**config.mk**
```make
export PLATFORM = sky130hd
export DESIGN_NAME = thr_cfg_ctrl
export DESIGN_NICKNAME = d
export VERILOG_FILES = /design/src/rtl/thr_cfg_pkg.sv /design/src/rtl/thr_cfg_ctrl_vs_edge_det.sv /design/src/rtl/thr_cfg_ctrl.sv
export SDC_FILE = /design/constraint.sdc
export NUM_CORES = 1
export LEC_CHECK = 0
export CORE_MARGIN = 3
export CORE_UTILIZATION = 30
export DETAILED_ROUTE_END_ITERATION = 6
export HOLD_SLACK_MARGIN = 0.03
export SYNTH_ARGS = -nofsm -noshare
export SYNTH_HDL_FRONTEND = slang
export SYNTH_SLANG_ARGS = --single-unit
export TNS_END_PERCENT = 10
```
**constraint.sdc**
```tcl
create_clock -name clk -period 7.72 [get_ports clk]
set_input_delay 1.158 -clock clk [delete_from_list [all_inputs] [get_ports clk]]
set_output_delay 1.158 -clock clk [all_outputs]
set_load 0.02 [all_outputs]
```
**src/rtl/thr_cfg_pkg.sv**
```systemverilog
// Shared types and constants for the threshold configuration controller.
package thr_cfg_pkg;

  typedef enum logic [2:0] {
    ST_IDLE,
    ST_CMD,
    ST_VAL,
    ST_CHK,
    ST_ACK
  } state_t;

  localparam logic [7:0] HDR_BYTE   = 8'h55;
  localparam logic [7:0] CMD_RED    = 8'h01;
  localparam logic [7:0] CMD_GREEN  = 8'h02;
  localparam logic [7:0] CMD_BLUE   = 8'h03;
  localparam logic [7:0] CMD_COMMIT = 8'h10;

  // True when the command is known and its value fits the target field.
  function automatic logic cmd_val_ok(input logic [7:0] cmd, input logic [7:0] val);
    logic ok;
    ok = 1'b0;
    case (cmd)
      CMD_RED:    ok = (val <= 8'd31);
      CMD_GREEN:  ok = (val <= 8'd63);
      CMD_BLUE:   ok = (val <= 8'd31);
      CMD_COMMIT: ok = 1'b1;
      default:    ok = 1'b0;
    endcase
    return ok;
  endfunction

endpackage

```
**src/rtl/thr_cfg_ctrl_vs_edge_det.sv**
```systemverilog
// Registers a synchronous level and flags its rising edge.
module vs_edge_det (
  input  logic clk,
  input  logic rst,
  input  logic sig,
  output logic rise
);

  logic sig_d;

  // One-cycle delayed copy of the input level.
  always_ff @(posedge clk or posedge rst) begin
    if (rst) sig_d <= 1'b0;
    else     sig_d <= sig;
  end

  assign rise = sig && !sig_d;

endmodule

```
**src/rtl/thr_cfg_ctrl.sv**
```systemverilog
// UART-driven threshold configuration: packet parser, shadow registers,
// frame-synchronous commit to the live thresholds and ACK/NAK response.
module thr_cfg_ctrl
  import thr_cfg_pkg::*;
#(
  parameter logic [4:0]  RED_DEFAULT    = 5'd10,
  parameter logic [5:0]  GREEN_DEFAULT  = 6'd20,
  parameter logic [4:0]  BLUE_DEFAULT   = 5'd10,
  parameter logic [31:0] TIMEOUT_CYCLES = 32'd5_000_000,
  parameter logic [7:0]  ACK_BYTE       = 8'hAC,
  parameter logic [7:0]  NAK_BYTE       = 8'hEE
) (
  input  logic       clk,
  input  logic       rst,
  input  logic [7:0] rx_data,
  input  logic       rx_valid,
  input  logic       in_vs,
  output logic [7:0] tx_data,
  output logic       tx_valid,
  input  logic       tx_ready,
  output logic [4:0] thr_red,
  output logic [5:0] thr_green,
  output logic [4:0] thr_blue,
  output logic       commit_pending
);

  state_t      state, state_next;
  logic [7:0]  cmd_q, val_q;
  logic [4:0]  sh_red, sh_blue;
  logic [5:0]  sh_green;
  logic [31:0] tmo_cnt;
  logic        frame_start;
  logic        cmd_we, val_we, resp_we, tmo_hit, tx_done;
  logic        pkt_ok, shadow_we, cnt_clr;

  vs_edge_det u_vs_edge (
    .clk  (clk),
    .rst  (rst),
    .sig  (in_vs),
    .rise (frame_start)
  );

  // Packet is accepted when the checksum byte matches and cmd/value are legal.
  always_comb begin
    pkt_ok    = (rx_data == (cmd_q ^ val_q)) && cmd_val_ok(cmd_q, val_q);
    shadow_we = resp_we && pkt_ok;
  end

  // State register.
  always_ff @(posedge clk or posedge rst) begin
    if (rst) state <= ST_IDLE;
    else     state <= state_next;
  end

  // Next-state and per-cycle control strobes.
  always_comb begin
    state_next = state;
    cmd_we     = 1'b0;
    val_we     = 1'b0;
    resp_we    = 1'b0;
    tmo_hit    = 1'b0;
    tx_done    = 1'b0;
    case (state)
      ST_IDLE: begin
        if (rx_valid && rx_data == HDR_BYTE) state_next = ST_CMD;
      end
      ST_CMD: begin
        if (rx_valid) begin
          cmd_we     = 1'b1;
          state_next = ST_VAL;
        end else if (tmo_cnt == TIMEOUT_CYCLES - 32'd1) begin
          tmo_hit    = 1'b1;
          state_next = ST_IDLE;
        end
      end
      ST_VAL: begin
        if (rx_valid) begin
          val_we     = 1'b1;
          state_next = ST_CHK;
        end else if (tmo_cnt == TIMEOUT_CYCLES - 32'd1) begin
          tmo_hit    = 1'b1;
          state_next = ST_IDLE;
        end
      end
      ST_CHK: begin
        if (rx_valid) begin
          resp_we    = 1'b1;
          state_next = ST_ACK;
        end else if (tmo_cnt == TIMEOUT_CYCLES - 32'd1) begin
          tmo_hit    = 1'b1;
          state_next = ST_IDLE;
        end
      end
      ST_ACK: begin
        if (tx_valid && tx_ready) begin
          tx_done    = 1'b1;
          state_next = ST_IDLE;
        end
      end
      default: state_next = ST_IDLE;
    endcase
  end

  // Inter-byte timeout counter; only runs while a packet is partially received.
  always_comb begin
    cnt_clr = (state == ST_IDLE) || (state == ST_ACK) || rx_valid || tmo_hit;
  end

  always_ff @(posedge clk or posedge rst) begin
    if (rst)          tmo_cnt <= '0;
    else if (cnt_clr) tmo_cnt <= '0;
    else              tmo_cnt <= tmo_cnt + 32'd1;
  end

  // Latch command and value bytes of the packet in flight.
  always_ff @(posedge clk or posedge rst) begin
    if (rst) begin
      cmd_q <= '0;
      val_q <= '0;
    end else begin
      if (cmd_we) cmd_q <= rx_data;
      if (val_we) val_q <= rx_data;
    end
  end

  // Shadow registers take accepted writes immediately.
  always_ff @(posedge clk or posedge rst) begin
    if (rst) begin
      sh_red   <= RED_DEFAULT;
      sh_green <= GREEN_DEFAULT;
      sh_blue  <= BLUE_DEFAULT;
    end else if (shadow_we) begin
      case (cmd_q)
        CMD_RED:   sh_red   <= val_q[4:0];
        CMD_GREEN: sh_green <= val_q[5:0];
        CMD_BLUE:  sh_blue  <= val_q[4:0];
        default: ;
      endcase
    end
  end

  // Frame-start commit of the shadow; a write landing on the same edge
  // keeps pending set so the new value waits for the following frame.
  always_ff @(posedge clk or posedge rst) begin
    if (rst) begin
      thr_red        <= RED_DEFAULT;
      thr_green      <= GREEN_DEFAULT;
      thr_blue       <= BLUE_DEFAULT;
      commit_pending <= 1'b0;
    end else begin
      if (frame_start && commit_pending) begin
        thr_red   <= sh_red;
        thr_green <= sh_green;
        thr_blue  <= sh_blue;
      end
      if (shadow_we)                           commit_pending <= 1'b1;
      else if (frame_start && commit_pending)  commit_pending <= 1'b0;
    end
  end

  // Response byte: loaded on the checksum byte, held until the TX side accepts.
  always_ff @(posedge clk or posedge rst) begin
    if (rst) begin
      tx_data  <= '0;
      tx_valid <= 1'b0;
    end else if (resp_we) begin
      tx_data  <= pkt_ok ? ACK_BYTE : NAK_BYTE;
      tx_valid <= 1'b1;
    end else if (tx_done) begin
      tx_valid <= 1'b0;
    end
  end

endmodule

```
==> qor.txt, run 1 <==
Comb pwr share = 20.8%
CP required = 7.95 ns
top cell type by total area after synthesis = dfrtp_1
clk sink count = 88
share of layout cells above drive strength 1 = 22.2%
Worst-Margin Slew = 1.38 ns
R2R cell count = 5
ANT cells = 0
first-pass GRT wire length = 13.4 mm
Sequential Power Share = 43.2%
Arr. time, crit path = 3.46 ns
syn avg cell area = 11.9 µm²
Pre-antenna DRT Iters = 4
final hold vios = 0
# port buffers = 36
Reg area = 2220 µm²
sequential fraction of the synthesis area = 54.4%
# DRC = 0
Post-CTS Setup Inserts = 0
CP max FO = 6
Num CTS Buffers = 9
Critical Path Start Type = input pin
setup violators final = 0
fin crit period = 3.23 ns
wl on met1 = 3.65 mm
CTS H-tree depth = 3
status = finished clean
RSZ-0062 raised after global routing = false
initial antenna violation count = 0
setup tns final = 0 ns
Cell Area, Synth = 4080 µm²
Max-Cap Viols = 0
CP cell instances = clkdlybuf4s50_1 -> nand4b_1 -> or4_4 -> nor4_4 -> nand3_2 -> mux2_2
Post-Route WL = 7.85 mm
max frequency = 0.310 GHz
top layer in use = met4
Ports = 39
most instantiated cells after synthesis = dfrtp_1, mux2_2, nor2_1, xor2_1, nand2_1
Tot Pwr = 1.38 mW
pin count of the biggest net entering global routing = 89
sw power = 388 µW
skew final = 0.00822 ns
number of flops mapped to enable cells by yosys = 0
Worst Hold Path Cells = 1
vias in the first global route = 2733
CP max stage delay = 0.58 ns
Net Sw Frac = 28.1%
CTS root buf = clkbuf_16
power per cell area = 278 nW/µm²
DR WL/cell = 14.0 µm
Cells after Synth = 343
Worst path slowest cell = or4_4
Hold Crit Class = reg -> reg
Met3 Wirelength = 342 µm
die height = 123 µm
DP Wirelength = 5.48 mm
GRT Total Usage = 11.4%
flops & latches, synth = 88
Syn-to-layout area delta = 21.7%
TritonCTS clock tree = yes
Via density = 4.79
clock transition at the registers of the reported paths = 0.06 ns
CTS hold repair buffers = 0
GRT overflow = 0
via count = 2680
WS Path Type = in -> reg
Row Count = 41
Max Root-Sink Buffers = 2
area occupied by multi-input gates = 1770 µm²
Clock Latency Late Sink = 0.34 ns
crit share post-route = 41.8%
Lkg Pwr = 2.07 nW
most numerous cell in the Yosys netlist = dfrtp_1
DRT iter0 DRCs = 151
Met2 Wirelength = 3.76 mm
layout filler cell count = 1263
top cell type's share of synthesized area = 46.7%
Cell Int Power = 992 µW
CTS resizes = 0
Slew headroom = 7.17%
largest cells by area after synthesis = dfrtp_1, mux2_2, dfstp_2
chip width = 123 µm
Post-DRT Antenna Nets = 0
CORE AREA = 12900 µm²
GP Congestion = 0.781
initial core utilization = 31.5%
Synth cell types = 41
asr flop ratio synth = 100%
Die Area = 15000 µm²
Final #Nets = 396
Clock Power Share = 36.0%
VDD IR-drop max = 0.000114 V
Max Slew Vio Count = 0
crit end category = flop
ys flop type = dfrtp_1
Synth warnings = 0
==> flip-flops by register name, summed over array words and instances, names as in the netlist <==
| register | flops |
|---|---|
| tmo_cnt | 32 |
| cmd_q | 8 |
| val_q | 8 |
| sh_green | 6 |
| thr_green | 6 |
| sh_blue | 5 |
| sh_red | 5 |
| thr_blue | 5 |
| thr_red | 5 |
| state | 3 |
| tx_data | 2 |
| commit_pending | 1 |
| tx_valid | 1 |
| u_vs_edge.sig_d | 1 |
==> placed cells by master, fill, tap and decap left out, types with 8 or more instances in the layout <==
cell	instances
clkbuf_16	9
clkdlybuf4s50_1	36
dfrtp_1	76
dfstp_2	12
mux2_2	48
nand2_1	19
nand3_1	13
nand4_1	13
nor2_1	44
nor3_1	8
xnor2_1	17
xor2_1	20
==> per-stage QoR <==
stage | setup WS [ns] | cells | hold WS (ns) | instance area, µm² | utilization (%)
after global placement | 4.18 | 543 | 0.488 | 4610 | 35.7
final | 4.49 | 559 | 0.502 | 4960 | 38.4
after CTS | 4.50 | 559 | 0.510 | 4960 | 38.4
after floorplan | 4.30 | 344 | 0.474 | 4080 | -
after global routing | 4.35 | 559 | 0.526 | 4960 | 38.4
after detailed placement | 4.14 | 543 | 0.495 | 4610 | 35.7
==> cell type report <==
| class | count | area share (%) |
|---|---|---|
| inverter | 7 | 0.555 |
| timing repair buffer | 39 | 7.72 |
| multi-input combinational | 237 | 35.7 |
| clock inverter | 6 | 2.35 |
| clock buffer | 10 | 4.62 |
| sequential | 88 | 44.7 |
| tap | 172 | 4.34 |
==> cell families (layout without fill, tap and decap cells) <==
family	after synthesis	in the layout	synth area share (%)
and+or+nand+nor	134	134	17.7
muxes	48	48	13.3
other	1	2	0.0920
xor gates and xnor gates	41	41	10.2
AOI/OAI and AO/OA	11	11	1.78
DFF	88	88	54.4
adders and majority gates	1	1	0.307
buffers and inverters	19	62	2.30
==> critical path, delay by kind of cell <==
kind,cells,cell delay [ns]
AND/OR/NAND/NOR,4,1.37
multiplexers,1,0.36
buffers and inverters,1,0.55
==> path summary, 6_finish.rpt <==
check / startpoint / to / slack, ns
min: thr_red[0] / thr_red[0] / 0.50
max in group asynchronous: rst / state[2] / 5.55
min in group asynchronous: rst / thr_blue[2] / 1.49
min reg2reg: thr_red[0] / thr_red[0] / 0.50
max reg2reg: val_q[5] / sh_green[3] / 5.23
max: rx_valid / sh_green[3] / 4.49
==> power groups by stage <==
| stage | Combinational [mW] | Sequential, mW | Clock (mW) |
|---|---|---|---|
| floorplan | 0.226 | 0.583 | 0 |
| global placement | 0.288 | 0.605 | 0 |
| detailed placement | 0.290 | 0.605 | 0 |
| CTS | 0.292 | 0.597 | 0.511 |
| global route | 0.315 | 0.608 | 0.533 |
| finish | 0.287 | 0.596 | 0.497 |
==> layer usage <==
metal,GRT usage [%],up-vias
met5,0,-
met3,3.64,11
met1,15.2,1334
met4,3.92,0
met2,17.5,50
li1,-,1285
Note: power is estimated with default switching activity, not from simulation.
==> inputs of run 2 (changes only) <==
clock period = 3.25 ns   (was 7.72 ns; I/O delays follow)
==> qor.txt, run 2 (synthesized netlist as in run 1, its figures left out) <==
status = finished clean
Post-Route WL = 8.23 mm
commonest cells after routing, fill and taps aside = dfrtp_1, mux2_2, nor2_1
Net Sw Frac = 29.0%
crit-path leading delay family = simple AND/OR/NAND/NOR gates
Placed Cells = 546
DR WL/cell = 14.6 µm
Post-DRT Antenna Nets = 0
Clock Latency Late Sink = 0.34 ns
Clock Power Share = 34.0%
Comb pwr share = 21.7%
GRT Total Usage = 11.8%
GP Congestion = 0.758
Setup crit end = sh_green[5]
Via density = 4.72
share of layout cells above drive strength 1 = 22.6%
setup tns final = 0 ns
CTS hold repair buffers = 0
die height = 123 µm
# port buffers = 36
sw power = 934 µW
max FFs per register = 32
pin count of the biggest net entering global routing = 50
initial core utilization = 31.5%
clock transition at the registers of the reported paths = 0.07 ns
CTS root buf = clkbuf_16
worst hold slack = 0.502 ns
DP Wirelength = 5.83 mm
clk sink count = 88
chip width = 123 µm
Ports = 39
# DRC = 0
CP cell instances = clkdlybuf4s50_1 -> nand4b_1 -> or4_4 -> nor4_4 -> nand3_2 -> mux2_2
Core Util, Final = 38.4%
Max-Cap Viols = 0
Hold Crit Class = reg -> reg
final instance area = 4960 µm²
Max Root-Sink Buffers = 2
GRT overflow = 0
CTS resizes = 0
WS Path Type = in -> reg
Syn-to-layout area delta = 21.8%
reg2reg setup slack = 0.80 ns
crit path from = rx_valid
Sequential Power Share = 44.3%
Num CTS Buffers = 9
Worst path slowest cell = or4_4
Tot Pwr = 3.22 mW
ANT cells = 0
placed inst area = 4650 µm²
skew final = 0.00880 ns
Row Count = 41
CP max stage delay = 0.58 ns
max frequency = 0.389 GHz
Largest Register = tmo_cnt
worst r2r src = cmd_q[7]
via count = 2654
R2R cell count = 5
commonest non-fill, non-tap cell in the layout = dfrtp_1
crit end category = flop
FF-to-FF End = sh_green[5]
Final #Nets = 399
Worst-Margin Slew = 0.918 ns
Pre-antenna DRT Iters = 4
crit share post-route = 79.1%
CP max FO = 6
CTS H-tree depth = 3
WP buf/inv = 1
Max Slew Vio Count = 0
VDD IR-drop max = 0.000288 V
DRT iter0 DRCs = 146
CORE AREA = 12900 µm²
stages on the worst setup path = 6
first-pass GRT wire length = 13.8 mm
fin crit period = 2.57 ns
CP required = 3.48 ns
vias in the first global route = 2694
Arr. time, crit path = 2.80 ns
Post-CTS Setup Inserts = 0
initial antenna violation count = 0
worst setup margin = 0.679 ns
biggest regs = tmo_cnt: 32 flops, cmd_q: 8 flops, val_q: 8 flops
Cell Int Power = 2.28 mW
power per cell area = 648 nW/µm²
final std cells w/o fill = 562
final hold vios = 0
Lkg Pwr = 2.07 nW
Critical Path Start Type = input pin
TritonCTS clock tree = yes
Die Area = 15000 µm²
Slew headroom = 38.3%
pre-CTS WS = 0.345 ns
RSZ-0062 raised after global routing = false
setup violators final = 0
run 2: cell types whose count changed in the layout (fill, tap and decap cells not counted):
cell / delta
clkbuf_1: +1
buf_12: +1
buf_4: +2
bufinv_16: -1
clkinvlp_4: +1
clkinv_2: +1
clkinv_4: -1
inv_6: -1
run 2: metal layers:
metal	GRT usage (%)	part of all wire [%]	wire length, µm	up-vias
met3	3.32	3.6	298	8
met1	14.9	46	3760	1320
met4	3.57	1.0	85	0
li1	-	-	-	1281
met5	0	0	0	-
met2	19.6	50	4090	45
run 2: layout make-up:
class                   count  area, µm²
clock inverters             5       81.3
fillers                  1278       7960
clock buffers              11        233
multi-input cells         237       1770
inverters                   7       27.5
well taps                 172        215
repair buffers             42        418
flip-flops and latches     88       2220
run 2: worst min path at each step:
stage	slack [ns]	from	cells past startpoint	end
4_1_cts	0.51	thr_red[0]	1	thr_red[0]
6_report	0.50	thr_red[0]	1	thr_red[0]
5_1_grt	0.53	thr_red[0]	1	thr_red[0]
3_5_place_dp	0.49	sh_green[5]	1	thr_green[5]
3_3_place_gp	0.49	thr_green[5]	1	thr_green[5]
2_1_floorplan	0.47	tmo_cnt[0]	1	tmo_cnt[0]
run 2: power by group through the flow:
stage	registers [mW]	clock network, mW	logic (mW)
2_1_floorplan	1.38	0	0.537
5_1_grt	1.45	1.18	0.761
6_report	1.42	1.09	0.697
3_5_place_dp	1.44	0	0.705
3_3_place_gp	1.44	0	0.693
4_1_cts	1.43	1.12	0.710
